[config.mk]
export PLATFORM = sky130hd
export DESIGN_NAME = rhythm_tick_scheduler
export DESIGN_NICKNAME = d
export VERILOG_FILES = /design/src/rtl/rhythm_tick_scheduler.sv
export SDC_FILE = /design/constraint.sdc
export NUM_CORES = 1
export LEC_CHECK = 0
export CAP_MARGIN = 10
export CORE_ASPECT_RATIO = 1.4
export CORE_MARGIN = 8
export CORE_UTILIZATION = 45
export DETAILED_ROUTE_END_ITERATION = 8
export PLACE_DENSITY_LB_ADDON = 0.05
export SYNTH_ARGS = -nofsm -noshare
export SYNTH_HDL_FRONTEND = slang
export SYNTH_SLANG_ARGS = --single-unit
[constraint.sdc]
create_clock -name clk_50m -period 3.1 [get_ports clk_50m]
set_clock_uncertainty 0.05 [all_clocks]
set_input_delay 0.775 -clock clk_50m [delete_from_list [all_inputs] [get_ports clk_50m]]
set_output_delay 0.775 -clock clk_50m [all_outputs]
set_load 0.02 [all_outputs]
[src/rtl/rhythm_tick_scheduler.sv]
`timescale 1ns/1ps
// rhythm_tick_scheduler: single-cycle fall/beat tick enables for the rhythm game, with run/pause/stop
//   sequencing and difficulty changes applied only at beat boundaries (or right away when not running).
// Latency: first fall_tick arrives div cycles after RUN is entered; commands take effect on the next cycle.
// Ports: clk_50m/rst_n; start/pause/resume/stop/diff_req pulses + diff_val in;
//   diff_ack, active_diff, fall_tick, beat_tick, beat_cnt, state out (all registered).
module rhythm_tick_scheduler #(
  parameter int unsigned BASE_DIV       = 5_000_000,
  parameter int unsigned TICKS_PER_BEAT = 8,
  parameter int unsigned CNT_W          = 23
) (
  input  logic        clk_50m,
  input  logic        rst_n,
  input  logic        start,
  input  logic        pause,
  input  logic        resume,
  input  logic        stop,
  input  logic        diff_req,
  input  logic [2:0]  diff_val,
  output logic        diff_ack,
  output logic [2:0]  active_diff,
  output logic        fall_tick,
  output logic        beat_tick,
  output logic [15:0] beat_cnt,
  output logic [1:0]  state
);

  localparam int unsigned SUB_W = $clog2(TICKS_PER_BEAT);
  localparam logic [SUB_W-1:0] SUB_LAST = SUB_W'(TICKS_PER_BEAT - 1);
  localparam logic [CNT_W-1:0] DIV0     = CNT_W'(BASE_DIV);

  typedef enum logic [1:0] {
    S_IDLE   = 2'd0,
    S_RUN    = 2'd1,
    S_PAUSED = 2'd2
  } state_t;

  state_t           r_state;
  logic [CNT_W-1:0] r_tick_cnt;
  logic [SUB_W-1:0] r_sub_cnt;
  logic [15:0]      r_beat_cnt;
  logic [2:0]       r_active_diff;
  logic [2:0]       r_pend;
  logic             r_pend_vld;
  logic             r_fall_tick;
  logic             r_beat_tick;
  logic             r_diff_ack;

  logic [CNT_W-1:0] w_div;
  logic [CNT_W-1:0] w_div_m1;
  logic             w_run_adv;
  logic             w_wrap;
  logic             w_beat;
  logic             w_apply;

  // Difficulty 4..7 is out of the defined range and falls back to the difficulty-1 rate.
  always_comb begin
    w_div = DIV0 >> 1;
    case (r_active_diff)
      3'd0:    w_div = DIV0;
      3'd1:    w_div = DIV0 >> 1;
      3'd2:    w_div = DIV0 >> 2;
      3'd3:    w_div = DIV0 >> 3;
      default: w_div = DIV0 >> 1;
    endcase
  end

  assign w_div_m1 = w_div - CNT_W'(1);

  // Counting only advances in RUN when neither stop nor pause wins this cycle.
  assign w_run_adv = (r_state == S_RUN) && !stop && !pause;
  // '>=' rather than '==' so a count left beyond a freshly shortened period still wraps.
  assign w_wrap    = w_run_adv && (r_tick_cnt >= w_div_m1);
  assign w_beat    = w_wrap && (r_sub_cnt == SUB_LAST);
  // Outside RUN a pending difficulty lands immediately; in RUN only on a beat.
  assign w_apply   = r_pend_vld &&
                     ((r_state == S_IDLE) || (r_state == S_PAUSED) || w_beat);

  always_ff @(posedge clk_50m or negedge rst_n) begin
    if (!rst_n) begin
      r_state       <= S_IDLE;
      r_tick_cnt    <= '0;
      r_sub_cnt     <= '0;
      r_beat_cnt    <= '0;
      r_active_diff <= 3'd1;
      r_pend        <= '0;
      r_pend_vld    <= 1'b0;
      r_fall_tick   <= 1'b0;
      r_beat_tick   <= 1'b0;
      r_diff_ack    <= 1'b0;
    end else begin
      r_fall_tick <= 1'b0;
      r_beat_tick <= 1'b0;
      r_diff_ack  <= 1'b0;

      if (w_apply) begin
        r_active_diff <= r_pend;
        r_diff_ack    <= 1'b1;
        r_pend_vld    <= 1'b0;
      end
      // A request in the applying cycle overrides the clear above and waits for the next chance.
      if (diff_req) begin
        r_pend     <= diff_val;
        r_pend_vld <= 1'b1;
      end

      if (stop) begin
        r_state    <= S_IDLE;
        r_tick_cnt <= '0;
        r_sub_cnt  <= '0;
        r_beat_cnt <= '0;
      end else begin
        case (r_state)
          S_IDLE: begin
            if (start) begin
              r_state    <= S_RUN;
              r_tick_cnt <= '0;
              r_sub_cnt  <= '0;
              r_beat_cnt <= '0;
            end
          end
          S_RUN: begin
            if (pause) begin
              r_state <= S_PAUSED;
            end else if (w_wrap) begin
              r_tick_cnt  <= '0;
              r_fall_tick <= 1'b1;
              r_sub_cnt   <= r_sub_cnt + 1'b1;
              if (w_beat) begin
                r_beat_tick <= 1'b1;
                if (r_beat_cnt != 16'hFFFF) begin
                  r_beat_cnt <= r_beat_cnt + 16'd1;
                end
              end
            end else begin
              r_tick_cnt <= r_tick_cnt + CNT_W'(1);
            end
          end
          S_PAUSED: begin
            if (resume) begin
              r_state <= S_RUN;
            end
          end
          default: begin
            r_state <= S_IDLE;
          end
        endcase
      end
    end
  end

  assign diff_ack    = r_diff_ack;
  assign active_diff = r_active_diff;
  assign fall_tick   = r_fall_tick;
  assign beat_tick   = r_beat_tick;
  assign beat_cnt    = r_beat_cnt;
  assign state       = r_state;

endmodule

==> run summary, run 1 <==
status: finished clean
# nets final: 413
dpl cell area: 3700 um2
Initial Utilization: 0.456
Mapped Avg Cell Area: 9.64 um2
antenna viol nets, final: 0
later-pin clock latency in the skew report: 0.30 ns
Iteration-0 DRC Markers: 75
FF-to-FF End: active_diff[2]
area of the core: 6850 um2
maximum vdd drop: 0.257 mV
cell taking the most area after synthesis: dfrtp_1
R2R depth: 11
GRT Total Usage: 0.156
Chip Width: 86.4 um
min Tclk post-route: 3.00 ns
top cell type's share of synthesized area: 0.425
CP endpoint kind: register
Final Cell Area: 3940 um2
full die area: 9900 um2
Fin Hold WS: 0.426 ns
DRC: 0
Post-CTS Hold Fix Bufs: 0
Syn Inst Count: 324
clock sink total: 54
CTS buffer count: 5
Max Clock Freq: 0.333 GHz
vias in the first global route: 2621
Syn Nets: 358
CTS tree: done
Critical Path Start Type: register
I/O Pins: 34
initial antenna violation count: 0
first-pass GRT wire length: 12500 um
GPL Wtd Cong: 0.807
CP max FO: 4
period utilization: 0.967
Cells after DPL: 464
Worst R2R Setup Slack: 0.10 ns
CP Class: register to register
via count: 2557
layout cell share with drive strength beyond 1: 0.168
drt total wl: 7400 um
top cells by area, synth: dfrtp_1 42%, ha_1 9.6%, xor2_1 4.5%
pwr/cell area: 388 nW/um2
Final Hold Fails: 0
max-slew violation count: 0
largest net degree at the start of global routing: 29
Max Buffers Root-to-Sink: 2
Setup Viol. Count Final: 0
RSZ-0062 raised after global routing: yes
YS warnings: 0
Slowest cell on crit path: a2111oi_4
critical path's largest stage delay: 0.44 ns
Slew Limit Headroom: 0.580
maxcap violations: 0
Worst EP required: 3.24 ns
per-cell routed wire length: 15.6 um
Post-DP HPWL: 5680 um
post-synth cell types: 51
antenna cells: 0
Worst Max-Slew Pin Slew: 0.630 ns
first-pass detailed-route iteration total: 4
IO buf count: 33
number of flops mapped to enable cells by yosys: 0
Core Rows: 36
Die Ht: 115 um
Arr. time, crit path: 3.14 ns
register clock-pin slew on the reported worst setup and hold paths: 0.10 ns
CP cell instances: or3_4 > and2_4 > ha_4 > nand4_1 > nor2_2 > o221ai_2 > a2111oi_4 > buf_4 > o21ai_4 > a21boi_4 > mux2_4
Remaining Overflow, GRT: 0
total design power: 1.53 mW
Cell Count, Final, Fillers Out: 475
worst r2r src: active_diff[2]
clock root buffer: clkbuf_8
vias per cell: 5.38
Final Util: 0.575
Mapped Area: 3120 um2
Synth Register Bits: 54
Leakage: 1.73 nW
H-tree levels: 2
register area share after synthesis: 0.433
Synth Flop Type: dfrtp_1
Area growth syn-to-layout: 26.1%
HP Class: primary input to async pin
Async SR Flop Fraction: 1.00
[power breakdown]
| group | switching [mW] | internal [mW] |
|---|---|---|
| sequential | 0.0165 | 0.723 |
| clock | 0.233 | 0.238 |
| combinational | 0.174 | 0.144 |
[layout make-up]
class / instances / area [um2]
inverter: 14 / 52.6
timing repair buffer: 55 / 514
clock buffer: 5 / 68.8
sequential: 54 / 1350
fill: 644 / 2910
multi-input combinational: 249 / 1790
tap: 95 / 119
clock inverter: 3 / 40.0
[through the flow]
step / worst slack [ns] / setup TNS [ns]
after CTS: 0.0198 / 0
final: 0.101 / 0
after global routing: -0.0689 / -0.631
after global placement: 0.0799 / 0
after detailed placement: -0.0113 / -0.0113
after floorplan: 0.0135 / 0
[synth_stat cells (7+ instances only)]
master / instances
a21oi_1: 22
and3_1: 7
dfrtp_1: 53
ha_1: 24
inv_1: 14
nand2_1: 29
nand3_1: 19
nand4_1: 11
nor2_1: 32
o21ai_0: 9
o31ai_1: 8
or3_1: 8
xor2_1: 16
[registers in the layout, indices dropped and copies added (netlist names)]
register / cells
beat_tick: 1
r_tick_cnt: 23
diff_ack: 1
beat_cnt: 16
state: 2
r_pend_vld: 1
r_sub_cnt: 3
fall_tick: 1
r_pend: 3
active_diff: 3
[logic make-up after synthesis]
| family | count (synthesis) | synth area share |
|---|---|---|
| simple gates | 133 | 0.221 |
| flops | 54 | 0.433 |
| xor+xnor | 20 | 0.0561 |
| buf+inv | 21 | 0.0261 |
| compound gates | 64 | 0.139 |
| mux | 8 | 0.0285 |
| fa+ha+maj | 24 | 0.0962 |
[worst max-delay path by stage]
stage	start	endpoint
floorplan	active_diff[2]	beat_cnt[3]
global placement	active_diff[2]	beat_cnt[15]
detailed placement	active_diff[2]	active_diff[2]
CTS	active_diff[2]	active_diff[2]
global route	active_diff[2]	active_diff[1]
finish	active_diff[2]	active_diff[2]
[worst max-delay path: cells and delay by family, from the launching register on]
family,cells,cell delay [ns]
AOI/OAI and AO/OA,4,0.85
adders and majority gates,1,0.27
buffers and inverters,1,0.20
DFF,1,0.43
muxes,1,0.32
and+or+nand+nor,4,0.76
[placed cells by master, fill, tap and decap left out, types with 13 or more instances in the layout]
cell / netlist / layout
nand3_1: 19 / 19
a21oi_1: 22 / 19
buf_4: 0 / 18
dfrtp_1: 53 / 52
xor2_1: 16 / 16
ha_1: 24 / 23
nand2_1: 29 / 28
nor2_1: 32 / 31
clkdlybuf4s50_1: 0 / 32
inv_1: 14 / 13
[routing by layer]
| layer | up-vias | wire length [um] | global-route usage |
|---|---|---|---|
| li1 | 1279 | - | - |
| met1 | 1250 | 3080 | 0.168 |
| met2 | 24 | 4090 | 0.298 |
| met3 | 4 | 157 | 0.0259 |
| met4 | 0 | 72 | 0.0438 |
| met5 | - | 0 | 0 |
[what timing repair did]
item / CTS / global route
setup buffers: 1 / 3
endpoints found under the hold margin: 0 / 0
resized for setup: 2 / 19
pin swaps: 2 / 10
setup endpoints to repair: 7 / 43
Note: power is estimated with default switching activity, not from simulation.
==> run 2, diff against run 1 <==
--- a/config.mk
+++ b/config.mk
@@ -8,7 +8,7 @@
 export CAP_MARGIN = 10
 export CORE_ASPECT_RATIO = 1.4
 export CORE_MARGIN = 8
-export CORE_UTILIZATION = 45
+export CORE_UTILIZATION = 35
 export DETAILED_ROUTE_END_ITERATION = 8
 export PLACE_DENSITY_LB_ADDON = 0.05
 export SYNTH_ARGS = -nofsm -noshare
==> run summary, run 2 (synthesis gave the netlist of run 1 again) <==
area of the core: 8820 um2 (+29%)
Reg power frac: 0.436 (-0.048)
layout cell share with drive strength beyond 1: 0.177 (+0.00866)
GRT Total Usage: 0.134 (-0.0215)
Worst EP required: 3.27 ns (+0.03 ns)
later-pin clock latency in the skew report: 0.29 ns (about the same)
Leakage: 1.78 nW (+2.6%)
CP cell instances: or3_4 > and2_4 > ha_4 > nand4_1 > nor2_1 > o221ai_2 > a2111oi_4 > buf_4 > o21ai_2 > or4_1 > a21oi_1
CP endpoint kind: register
Worst Max-Slew Pin Slew: 0.695 ns (+0.0644 ns)
area taken by multi-input logic gates: 1810 um2 (+1.0%)
most common cell after layout, fill and taps aside: dfrtp_1
initial antenna violation count: 0 (unchanged)
first-pass GRT wire length: 12700 um (+1.9%)
# nets final: 417 (+0.97%)
clock root buffer: clkbuf_16
maximum vdd drop: 0.289 mV (+13%)
Psw: 447 uW (+5.6%)
antenna cells: 0 (unchanged)
CP Class: register to register
maxcap violations: 0 (unchanged)
Slew Limit Headroom: 0.537 (-0.0429)
register area: 1350 um2 (unchanged)
full die area: 12200 um2 (+24%)
IO buf count: 33 (unchanged)
Iteration-0 DRC Markers: 62 (-17%)
Final Util: 0.458 (-0.117)
Max Clock Freq: 0.328 GHz (-1.6%)
largest net degree at the start of global routing: 30 (+3.4%)
Max Buffers Root-to-Sink: 2 (unchanged)
Die Ht: 128 um (+12%)
GPL Wtd Cong: 0.849 (+5.2%)
pwr/cell area: 420 nW/um2 (+8.1%)
Post-CTS Hold Fix Bufs: 0 (unchanged)
vias per cell: 5.20 (-3.4%)
DRC: 0 (unchanged)
drt total wl: 7910 um (+6.9%)
Core Rows: 41 (+14%)
Net Sw Frac: 0.263 (-0.0135)
internal power: 1.25 mW (+13%)
Initial Utilization: 0.354 (-0.102)
critical path's largest stage delay: 0.48 ns (+0.04 ns)
max-slew violation count: 0 (unchanged)
most frequent cells in the layout: 52 x dfrtp_1, 32 x nor2_1, 32 x clkdlybuf4s50_1
fillcell total: 883 (+37%)
min Tclk post-route: 3.05 ns (+0.0476 ns)
clock share of power: 0.376 (+0.068)
Arr. time, crit path: 3.22 ns (+0.08 ns)
RSZ-0062 raised after global routing: yes
Slowest cell on crit path: or4_1
H-tree levels: 2 (unchanged)
per-cell routed wire length: 16.1 um (+3.4%)
register clock-pin slew on the reported worst setup and hold paths: 0.07 ns (-0.03 ns)
Fin Hold WS: 0.442 ns (+0.0156 ns)
via count: 2554 (-0.12%)
Largest Register: r_tick_cnt
Final Hold Fails: 0 (unchanged)
Critical Path Start Type: register
Chip Width: 95.8 um (+11%)
CTS tree: done
status: finished clean
Remaining Overflow, GRT: 0 (unchanged)
Setup Viol. Count Final: 0 (unchanged)
period utilization: 0.983 (+0.0154)
I/O Pins: 34 (unchanged)
Logic pwr share: 0.188 (-0.020)
HP Class: register to register
antenna viol nets, final: 0 (unchanged)
max FFs per register: 23 (unchanged)
first-pass detailed-route iteration total: 4 (unchanged)
clock sink total: 54 (unchanged)
Post-DP HPWL: 5950 um (+4.6%)
CP max FO: 5 (+1)
CTS buffer count: 5 (unchanged)
vias in the first global route: 2555 (-2.5%)
Area growth syn-to-layout: 29.5%
[run 2: through the flow]
stage / power, mW / area (um2) / setup TNS (ns) / setup WS, ns / cells
6_report: 1.70 / 4040 / 0 / 0.0538 / 491
5_1_grt: 1.79 / 4040 / -0.279 / -0.0547 / 491
4_1_cts: 1.70 / 3940 / 0 / 0.00682 / 489
3_5_place_dp: 1.05 / 3750 / -0.818 / -0.103 / 480
3_3_place_gp: 1.05 / 3750 / -0.359 / -0.0770 / 480
2_1_floorplan: 0.910 / 3140 / 0 / 0.0135 / 324
[run 2: worst paths after layout]
| check | start | endpoint | slack, ns | cells after the start |
|---|---|---|---|---|
| worst max register to register | active_diff[2] | beat_cnt[7] | 0.05 | 11 |
| max in group asynchronous | rst_n | r_tick_cnt[17] | 1.88 | 2 |
| worst min-delay path | r_pend[0] | active_diff[0] | 0.44 | 1 |
| worst max-delay path | active_diff[2] | beat_cnt[7] | 0.05 | 11 |
| min in group asynchronous | rst_n | fall_tick | 0.46 | 1 |
| worst min register to register | r_pend[0] | active_diff[0] | 0.44 | 1 |
[run 2: repair_timing]
action,4_1_cts,5_1_grt
pin swaps,4,18
resized for setup,2,22
setup endpoints to repair,34,41
cloned,0,1
setup buffers,1,1
[run 2: routing by layer]
layer  global-route usage  vias up  part of all wire
met3               0.0229       10             0.026
met4               0.0545        0             0.022
met1                0.147     1221              0.41
li1                     -     1289                 -
met5                    0        -                 0
met2                0.244       34              0.54
[run 2: final cells by class]
type	instances	share of cell area
clock buffer	7	0.0328
clock inverter	1	0.00743
tap	107	0.0331
inverter	14	0.0130
timing repair buffer	58	0.132
sequential	54	0.335
multi-input combinational	250	0.447
[run 2: worst max-delay path, delay by kind of cell, from the launching register on]
| kind | cells | cell delay (ns) |
|---|---|---|
| buffers and inverters | 1 | 0.20 |
| and+or+nand+nor | 5 | 1.25 |
| DFF | 1 | 0.42 |
| AOI/OAI and AO/OA | 4 | 0.78 |
| adders and majority gates | 1 | 0.26 |
[run 2: power by group through the flow]
stage / logic [mW] / clock network (mW) / registers, mW
2_1_floorplan: 0.144 / 0 / 0.767
6_report: 0.319 / 0.639 / 0.739
5_1_grt: 0.356 / 0.688 / 0.743
3_3_place_gp: 0.298 / 0 / 0.751
3_5_place_dp: 0.301 / 0 / 0.750
4_1_cts: 0.307 / 0.660 / 0.737
==> run 3, diff against run 2 <==
--- a/config.mk
+++ b/config.mk
@@ -9,6 +9,7 @@
 export CORE_ASPECT_RATIO = 1.4
 export CORE_MARGIN = 8
 export CORE_UTILIZATION = 35
+export CTS_CLUSTER_SIZE = 24
 export DETAILED_ROUTE_END_ITERATION = 8
 export PLACE_DENSITY_LB_ADDON = 0.05
 export SYNTH_ARGS = -nofsm -noshare
==> results of run 3 <==
The final DEF is identical to that of run 2; final timing and power are the same.
